===== config.mk =====
export PLATFORM = sky130hd
export DESIGN_NAME = cache_controller
export DESIGN_NICKNAME = d
export VERILOG_FILES = /design/src/rtl/cache_controller.sv
export SDC_FILE = /design/constraint.sdc
export NUM_CORES = 1
export LEC_CHECK = 0
export CAP_MARGIN = 20
export CORE_AREA = 3 3 146 148
export DETAILED_ROUTE_END_ITERATION = 8
export DIE_AREA = 0 0 149 151
export GPL_ROUTABILITY_DRIVEN = 0
export GPL_TIMING_DRIVEN = 0
export PLACE_DENSITY_LB_ADDON = 0.05
export SYNTH_ARGS = -nofsm -noshare
export SYNTH_HDL_FRONTEND = slang
export SYNTH_SLANG_ARGS = --single-unit

===== constraint.sdc =====
create_clock -name clk -period 2.3 [get_ports clk]
set_input_delay 0.46 -clock clk [delete_from_list [all_inputs] [get_ports clk]]
set_output_delay 0.46 -clock clk [all_outputs]
set_load 0.05 [all_outputs]

===== src/rtl/cache_controller.sv =====
// cache_controller: sequences MEM-stage loads/stores through a 2-way data
// cache and the SRAM controller. Read hits finish in the request cycle,
// read misses fetch a 64-bit word pair and fill the cache, and stores are
// write-through / no-write-allocate (a hit line is invalidated).
module cache_controller (
    input  logic        clk,
    input  logic        rst,
    input  logic [31:0] address,
    input  logic [31:0] wdata,
    input  logic        MEM_R_EN,
    input  logic        MEM_W_EN,
    output logic [31:0] rdata,
    output logic        ready,
    output logic [16:0] cache_address,
    output logic [63:0] cache_write_data,
    output logic        cache_read_en,
    output logic        cache_write_en,
    output logic        cache_invoke_set_en,
    input  logic [31:0] cache_read_data,
    input  logic        cache_hit,
    output logic [31:0] sram_address,
    output logic [31:0] sram_wdata,
    output logic        sram_write,
    output logic        sram_read,
    input  logic [63:0] sram_rdata,
    input  logic        sram_ready,
    output logic [15:0] hit_count,
    output logic [15:0] miss_count
);

    typedef enum logic [1:0] {IDLE, READ_MISS, WRITE} state_t;

    state_t      state_q, state_d;
    logic [15:0] hit_count_q, hit_count_d;
    logic [15:0] miss_count_q, miss_count_d;
    logic        hit_inc, miss_inc;

    // Data region starts at byte 1024; since 1024 is word-aligned the
    // subtraction can be done on the word address directly.
    assign cache_address    = address[18:2] - 17'd256;
    assign cache_write_data = sram_rdata;
    assign sram_wdata       = wdata;
    assign hit_count        = hit_count_q;
    assign miss_count       = miss_count_q;

    // Next-state and per-cycle strobe decode; stores win over loads.
    always_comb begin
        state_d             = state_q;
        ready               = 1'b1;
        rdata               = 32'd0;
        cache_read_en       = 1'b0;
        cache_write_en      = 1'b0;
        cache_invoke_set_en = 1'b0;
        sram_address        = address;
        sram_read           = 1'b0;
        sram_write          = 1'b0;
        hit_inc             = 1'b0;
        miss_inc            = 1'b0;
        unique case (state_q)
            IDLE: begin
                if (MEM_W_EN) begin
                    cache_invoke_set_en = 1'b1;
                    sram_write          = 1'b1;
                    ready               = 1'b0;
                    state_d             = WRITE;
                end else if (MEM_R_EN) begin
                    if (cache_hit) begin
                        rdata         = cache_read_data;
                        cache_read_en = 1'b1;
                        hit_inc       = 1'b1;
                    end else begin
                        ready     = 1'b0;
                        sram_read = 1'b1;
                        miss_inc  = 1'b1;
                        state_d   = READ_MISS;
                    end
                end
            end
            READ_MISS: begin
                // Fetch the aligned word pair that holds the requested word.
                sram_address = {address[31:3], 3'b000};
                if (sram_ready) begin
                    cache_write_en = 1'b1;
                    rdata          = cache_address[0] ? sram_rdata[63:32] : sram_rdata[31:0];
                    state_d        = IDLE;
                end else begin
                    sram_read = 1'b1;
                    ready     = 1'b0;
                end
            end
            WRITE: begin
                if (sram_ready) begin
                    state_d = IDLE;
                end else begin
                    sram_write = 1'b1;
                    ready      = 1'b0;
                end
            end
            default: state_d = IDLE;
        endcase
    end

    // Saturating hit/miss statistics.
    always_comb begin
        hit_count_d  = hit_count_q;
        miss_count_d = miss_count_q;
        if (hit_inc && hit_count_q != 16'hFFFF)
            hit_count_d = hit_count_q + 16'd1;
        if (miss_inc && miss_count_q != 16'hFFFF)
            miss_count_d = miss_count_q + 16'd1;
    end

    // State and counter registers with synchronous reset.
    always_ff @(posedge clk) begin
        if (rst) begin
            state_q      <= IDLE;
            hit_count_q  <= 16'd0;
            miss_count_q <= 16'd0;
        end else begin
            state_q      <= state_d;
            hit_count_q  <= hit_count_d;
            miss_count_q <= miss_count_d;
        end
    end

endmodule


* After elaboration in Yosys (flattened, before gate mapping)
Cells that the tools add are included.
** Storage, ports and cells
- Register bits after elaboration :: 34
- Input port bits :: 166
- Output and inout port bits :: 215
** Operators by class
- Add/subtract/negate cells :: 3
- Equality and inequality tests :: 7
- Mux-type cells :: 30
- Reduce and logical (&&, ||, !) cells :: 5
** Operators by type and width (number)
- $mux W32 :: 5
- $pmux W32 S2 :: 1
- $add A16 B1 Y16 const B :: 2
- $ne A16 B16 Y1 const B :: 2
- $sub A17 B9 Y17 const B :: 1
- $mux W1 :: 15
- $mux W2 :: 4
- $ne A3 B3 Y1 const B :: 2
- $pmux W1 S2 :: 3
- $pmux W2 S2 :: 1
- $mux W3 :: 1
- $reduce_and A3 Y1 :: 1
- $eq A2 B1 Y1 const B :: 1
- $eq A2 B2 Y1 const B :: 1
- $logic_and A1 B1 Y1 :: 2
- $logic_not A2 Y1 :: 1
- $ne A2 B1 Y1 const B :: 1
- $reduce_or A2 Y1 :: 1

* Longest topological paths before layout
Gate-level depths: netlist (run 1).
- Word-level depth :: 5
- Gate-level depth with buffers :: 8

* Worst setup path after synthesis (run 1)
No wires, ideal clock.
- Kind :: in2out
- Start point :: input port address[2]
- End point :: output port rdata[11]
- Arrival time :: 2400 ps
- Slack :: -560 ps
- Stages on the path :: 4
- Buffers on the path :: 2
- Cells stage by stage :: clkbuf_1 > buf_1 > mux2i_1 > o21ai_0
** On the way
- Word-level cells in the longest chain between the ends :: 4
** RTL lines
- start, declared :: RTL line 8 : input logic [31:0] address,
- $sub A17 B9 Y17 :: RTL line 40 : assign cache_address = address[18:2] - 17'd256;
- $mux W32 :: RTL line 84 : rdata = cache_address[0] ? sram_rdata[63:32] : sram_rdata[31:0];
- $mux W32 :: RTL line 82 : if (sram_ready) begin
- $pmux W32 S2 :: RTL line 59 : unique case (state_q)
- end, declared :: RTL line 12 : output logic [31:0] rdata,
Every way passes these cells.

* Final worst setup path (run 1)
- Start point :: input port address[15]
- End point :: output port cache_address[15]
** On the way
- Word-level cells in the longest chain between the ends :: 1
** RTL lines
- $sub A17 B9 Y17 :: RTL line 40
- end, declared :: RTL line 14 : output logic [16:0] cache_address,
Every way passes these cells.

==> results by group, run 1 <==
Finish
  – Final core utilization: 37.4%
  – Most common cell after layout, fill and taps aside: clkdlybuf4s50_1
  – Most frequent cells in the layout: clkdlybuf4s50_1 (200), buf_4 (160), dlygate4sd2_1 (61), nand2_1 (47), nor2_1 (36)
  – Fill cell count: 2122
  – Final #Nets: 982
  – Share of layout cells above drive strength 1: 31.4%
  – Fin cells: roughly 1100
  – Final Cell Area: 7550 um2
  – Layout area overhead: 109%
  – Combined area of the multi-input logic cells: ~2000 um2
  – FF+latch area: ~700 um2

Routing
  – Via Count: 4318
  – Avg Vias per Cell: 3.99
  – Drt pass-1 iters: 4
  – WL/cell: ~17 um
  – Starting DRT DRC Count: 86
  – Wirelength, routed: 18900 um
  – DRT antenna net count: 0
  – Residual DRC count: 0

Clocking
  – CTS Sinks: 34
  – Longest Clk Path Bufs: 2
  – Clock slew at reported path FFs: 50 ps
  – CTS HTree Levels: 2
  – CTS tree: built
  – Cts bufs inserted: 5
  – Clock Latency Late Sink: 270 ps
  – CTS root buf: clkbuf_16

Place
  – Post-DP Area: 7320 um2
  – Cell total after placement: 1069
  – Port Buffers: 326
  – HPWL after DPL: roughly 16000 um

Synthesis
  – Synth Register Bits: 34
  – Fraction of registers with async set/reset: 0%
  – Sequential share of the synthesized area: about a fifth
  – Mapped Area: 3610 um2
  – Number of synthesized flops with an enable pin: 0
  – Synth area leaders: buf_4 (28%), dfxtp_1 (19%), mux2i_1 (9.4%)
  – Post-synth net total: 646
  – Unique masters post-synth: 51
  – Mapped Avg Cell Area: between 7 and 8 um2
  – Syn Inst Count: 473
  – Yosys Warn Count: 0
  – Ys flop type: dfxtp_1
  – Area leader, netlist: buf_4
  – Top cell type's share of synthesized area: approximately 28%

Global route
  – Gr usage total: 15.1%
  – GRT overflow: 0
  – Vias in the first global route: 4217
  – First-pass GRT wire length: 26200 um
  – Initial antenna violation count: 5
  – Largest net degree at the start of global routing: 11

Die
  – Die X: 149 um
  – Die height: 151 um
  – Core Box Area: 20200 um2
  – Initial cell density of the core: roughly 18%
  – Ports: 381
  – Die footprint: 22500 um2
  – Row count: 52

Power
  – Worst IR drop on VDD: 0.299 mV
  – PwrDens: 376 nW/um2
  – Static Leak: 3.33 nW
  – Total Power: 2.84 mW

Flow run
  – Maxcap violations: 0

Worst setup path
  – Crit path from: address[15]
  – Worst R2R Setup Slack: 190 ps
  – Reg2reg start: hit_count[0]$_SDFFE_PP0P_
  – CP Max Fanout: 3
  – Worst Setup Start Kind: input port
  – Crit path DAT: roughly 1800 ps
  – Kind of critical path: input port to primary output
  – Worst setup EP type: primary output
  – WP data required: 1840 ps

Timing
  – Rel. slew slack: 49.2%
  – Tightest Pin Transition: 755 ps
  – RSZ-0062 raised after global routing: no
  – Fin crit share: between 90% and 100%
  – Final count of hold timing violations: 0
  – Fmax: about 450 MHz
  – Setup-failing EPs final: 0
  – Count of pins over their slew limit: 0
  – Final Critical Period: 2240 ps
  – Skew final: 3.88 ps

Worst hold path
  – Hold crit path type: input port to flop
  – Min-delay src: rst

Status
  – Status: complete, no violations
==> registers in the layout, summed over array words and instances (netlist names) <==
name        cells
hit_count      16
state_q         2
miss_count     16
==> cells in the mapped netlist, types with 3 or more instances <==
cell	count
a21oi_1	11
and2_1	3
buf_4	133
clkbuf_1	11
dfxtp_1	34
ha_1	7
inv_1	11
mux2i_1	34
nand2_1	48
nand3_1	10
nand4_1	7
nor2_1	36
nor2b_1	3
nor3_1	11
nor4_1	5
o21ai_0	37
xnor2_1	16
xor2_1	13
==> path summary, 6_finish.rpt <==
| kind | endpoint | cells past startpoint |
|---|---|---|
| min | hit_count[12]$_SDFFE_PP0P_ | 2 |
| min reg2reg | miss_count[5]$_SDFFE_PP0P_ | 2 |
| max reg2reg | hit_count[3]$_SDFFE_PP0P_ | 6 |
| max | cache_address[15] | 6 |
==> where the power goes <==
group	internal [mW]	switching, mW
Clock	0.490	0.245
Combinational	0.612	0.893
Sequential	0.594	0.00702
Total	1.70	1.14
==> kinds of logic (layout without fill, tap and decap cells) <==
logic type | count (synthesis) | after routing | synth area share, %
AO/OA/AOI/OAI | 62 | 62 | 9.74
XOR/XNOR | 29 | 29 | 7.03
adder cells (fa/ha/maj) | 7 | 7 | 2.43
buffers and inverters | 161 | 498 | 31.2
flip-flops | 34 | 34 | 18.8
multiplexers | 34 | 34 | 9.42
other | 0 | 1 | 0
AND/OR/NAND/NOR | 146 | 146 | 21.3
==> worst max-delay path: stages <==
cell,delay [ps]
buf_6,100
or4_4,560
buf_6,150
nor4_4,170
xor2_2,170
buf_6,170
==> per-stage QoR <==
stage                     TNS, ps  setup WS, ps  hold WS (ps)
after global routing            0          1.66           419
after detailed placement   -46660         -1240           533
after CTS                       0         0.284           412
after floorplan              -188          -188           516
final                           0          59.1           413
after global placement     -46570         -1240           528
==> cell type report <==
cell class	count	share of cell area (%)
plain buffers	149	15.3
flip-flops and latches	34	9.04
multi-input cells	278	26.4
inverters	12	0.713
well taps	270	4.48
repair buffers	329	41.8
diodes	1	0.0332
clock buffers	8	2.20
==> metal layers <==
metal / vias to the layer above / GRT usage, % / wire length (um)
met4: 6 / 3.25 / 332
met5: - / 0 / 34
met1: 1966 / 18.4 / 7380
li1: 2148 / - / -
met3: 22 / 4.16 / 1510
met2: 176 / 26.8 / 9640
==> timing repair <==
action                     4_1_cts  5_1_grt
hold endpoints to repair         0        0
buffers inserted                 3        0
hold buffers                     0        0
setup endpoints to repair      112       58
pin swaps                        4        4
resized for setup              366       41
(Power assumes the default switching activity.)
==> inputs of run 2 (changes only) <==
--- a/config.mk
+++ b/config.mk
@@ -12,6 +12,7 @@
 export GPL_ROUTABILITY_DRIVEN = 0
 export GPL_TIMING_DRIVEN = 0
 export PLACE_DENSITY_LB_ADDON = 0.05
+export SKIP_LAST_GASP = 1
 export SYNTH_ARGS = -nofsm -noshare
 export SYNTH_HDL_FRONTEND = slang
 export SYNTH_SLANG_ARGS = --single-unit
==> run 2 against run 1 <==
Against the previous run: clock skew about the same; combinational power about the same; non-clock buffer count increased by 1; via count increased by 0.32%; clock-buffer cell count unchanged; wire length about the same; sequential power about the same; flip-flop and latch count unchanged; highest routed layer unchanged.
==> results by group, run 2 (same netlist as run 1, synthesis figures left out) <==
Status
  – Status: complete, no violations

Timing
  – Setup tns final: 0 ps
  – Setup-failing EPs final: 0
  – Final Critical Period: 2250 ps
  – Count of pins over their slew limit: 0
  – Skew final: 3.68 ps
  – Rel. slew slack: 48.7%
  – Worst hold margin: between 400 and 500 ps
  – Tightest Pin Transition: 763 ps
  – Fmax: 444 MHz
  – RSZ-0062 raised after global routing: yes
  – Fin crit share: 98.0%
  – Final count of hold timing violations: 0

Die
  – Die X: roughly 150 um
  – Row count: 52
  – Core Box Area: slightly above 20000 um2
  – Die height: 151 um
  – Initial cell density of the core: 17.9%
  – Ports: 381
  – Die footprint: 22500 um2

Power
  – Switching portion of total power: 40.3%
  – Clock Power Share: 25.8%
  – Net Sw Power: 1.14 mW
  – Worst IR drop on VDD: 0.298 mV
  – P_int: 1.69 mW
  – PwrDens: around 380 nW/um2
  – Static Leak: 3.35 nW
  – Flop pwr share: 21.2%
  – Comb pwr share: a little over half

Worst setup path
  – Worst R2R Setup Slack: between 100 and 150 ps
  – Worst setup EP type: primary output
  – Kind of critical path: input port to primary output
  – Crit path DAT: around 1800 ps
  – CP Max Fanout: 3
  – Reg-to-Reg End: hit_count[15]$_SDFFE_PP0P_
  – Worst Setup Start Kind: input port
  – WP data required: approximately 1800 ps
  – Reg2reg start: state_q[0]$_SDFFE_PP0P_
  – R2R cell count: 8

Global route
  – Vias in the first global route: 4204
  – Initial antenna violation count: 5
  – Gr usage total: 15.1%
  – Largest net degree at the start of global routing: 11
  – First-pass GRT wire length: 26200 um
  – GRT overflow: 0

Finish
  – Share of layout cells above drive strength 1: 31.3%
  – Layout area overhead: 109%
  – Most common cell after layout, fill and taps aside: clkdlybuf4s50_1
  – Fill cell count: approximately 2100
  – Final #Nets: 983
  – Most frequent cells in the layout: clkdlybuf4s50_1 (200), buf_4 (160), dlygate4sd2_1 (59), nand2_1 (47), nor2_1 (36)

Routing
  – WL/cell: 17.5 um
  – Avg Vias per Cell: 4.00
  – Via Count: 4332
  – Starting DRT DRC Count: 83
  – Residual DRC count: 0
  – DRT antenna net count: 0
  – Wirelength, routed: 18900 um
  – Drt pass-1 iters: 4

Clocking
  – CTS tree: built
  – CTS Sinks: 34
  – Cts bufs inserted: 5
  – Clock slew at reported path FFs: 50 ps
  – CTS root buf: clkbuf_16
  – Clock Latency Late Sink: 270 ps
  – Longest Clk Path Bufs: 2
  – CTS HTree Levels: 2

Flow run
  – Maxcap violations: 0

Worst hold path
  – Min-delay src: rst
  – Min-Delay Path Depth: 2
  – Hold Path End: hit_count[12]$_SDFFE_PP0P_
  – Hold crit path type: input port to flop

Place
  – HPWL after DPL: between 15000 and 20000 um
  – Port Buffers: approximately 330
## run 2: cell count changes in the layout (fill, tap and decap cells not counted), moves of 2 or more
cell            previous run  this run
dlymetal6s2s_1            13        15
clkbuf_8                   7         9
dlygate4sd2_1             61        59
buf_8                      2         0
## run 2: worst max path at each step
stage                     depth (start not counted)           endpoint                     from
after floorplan                                   4          rdata[11]               address[2]
after global placement                            7           rdata[9]                cache_hit
after detailed placement                          7           rdata[9]                cache_hit
after CTS                                         6           rdata[9]  state_q[1]$_SDFFE_PP0P_
after global routing                              5           rdata[9]               sram_ready
final                                             6  cache_address[15]              address[15]
## run 2: what timing repair did
action | CTS | global route
setup buffers | 3 | 1
gates resized for setup | 359 | 39
pin swaps | 4 | 1
setup endpoints to repair | 112 | 59
hold buffers | 0 | 0
## run 2: layout make-up
| type | instances | area [um2] | area share, % |
|---|---|---|---|
| multi-input combinational | 278 | 1990 | 26.4 |
| clock buffer | 8 | 166 | 2.21 |
| sequential | 34 | 682 | 9.05 |
| buffer | 149 | 1130 | 15.0 |
| antenna | 1 | 2.50 | 0.0332 |
| inverter | 12 | 53.8 | 0.714 |
| tap | 270 | 338 | 4.48 |
| timing repair buffer | 330 | 3170 | 42.1 |
## run 2: through the flow
stage	area, um2	util (%)	cells	power, mW	setup slack [ps]
finish	7530	37.4	1082	2.84	45.9
floorplan	3720	-	473	1.56	-188
global placement	7320	36.3	1069	2.16	-1240
detailed placement	7320	36.3	1069	2.16	-1240
CTS	7440	36.9	1080	2.87	-145
global route	7530	37.4	1082	2.94	-65.1
## run 2: per-layer routing
layer	GRT usage (%)	wire, um	vias up
met3	4.07	1480	20
met1	18.4	7420	1975
met2	26.9	9660	175
li1	-	-	2156
met4	3.11	306	6
met5	0	34	-
## run 2: critical path, cell delays in order
cell and delay (ps):
buf_6 100, or4_4 550, buf_4 170, nor4_4 170, xor2_2 170, buf_6 170
## run 2: power by group through the flow
stage	clock network [mW]	logic (mW)	registers, mW
finish	0.733	1.50	0.601
global route	0.770	1.57	0.602
CTS	0.759	1.51	0.600
detailed placement	0	1.55	0.613
global placement	0	1.55	0.613
floorplan	0	0.939	0.621
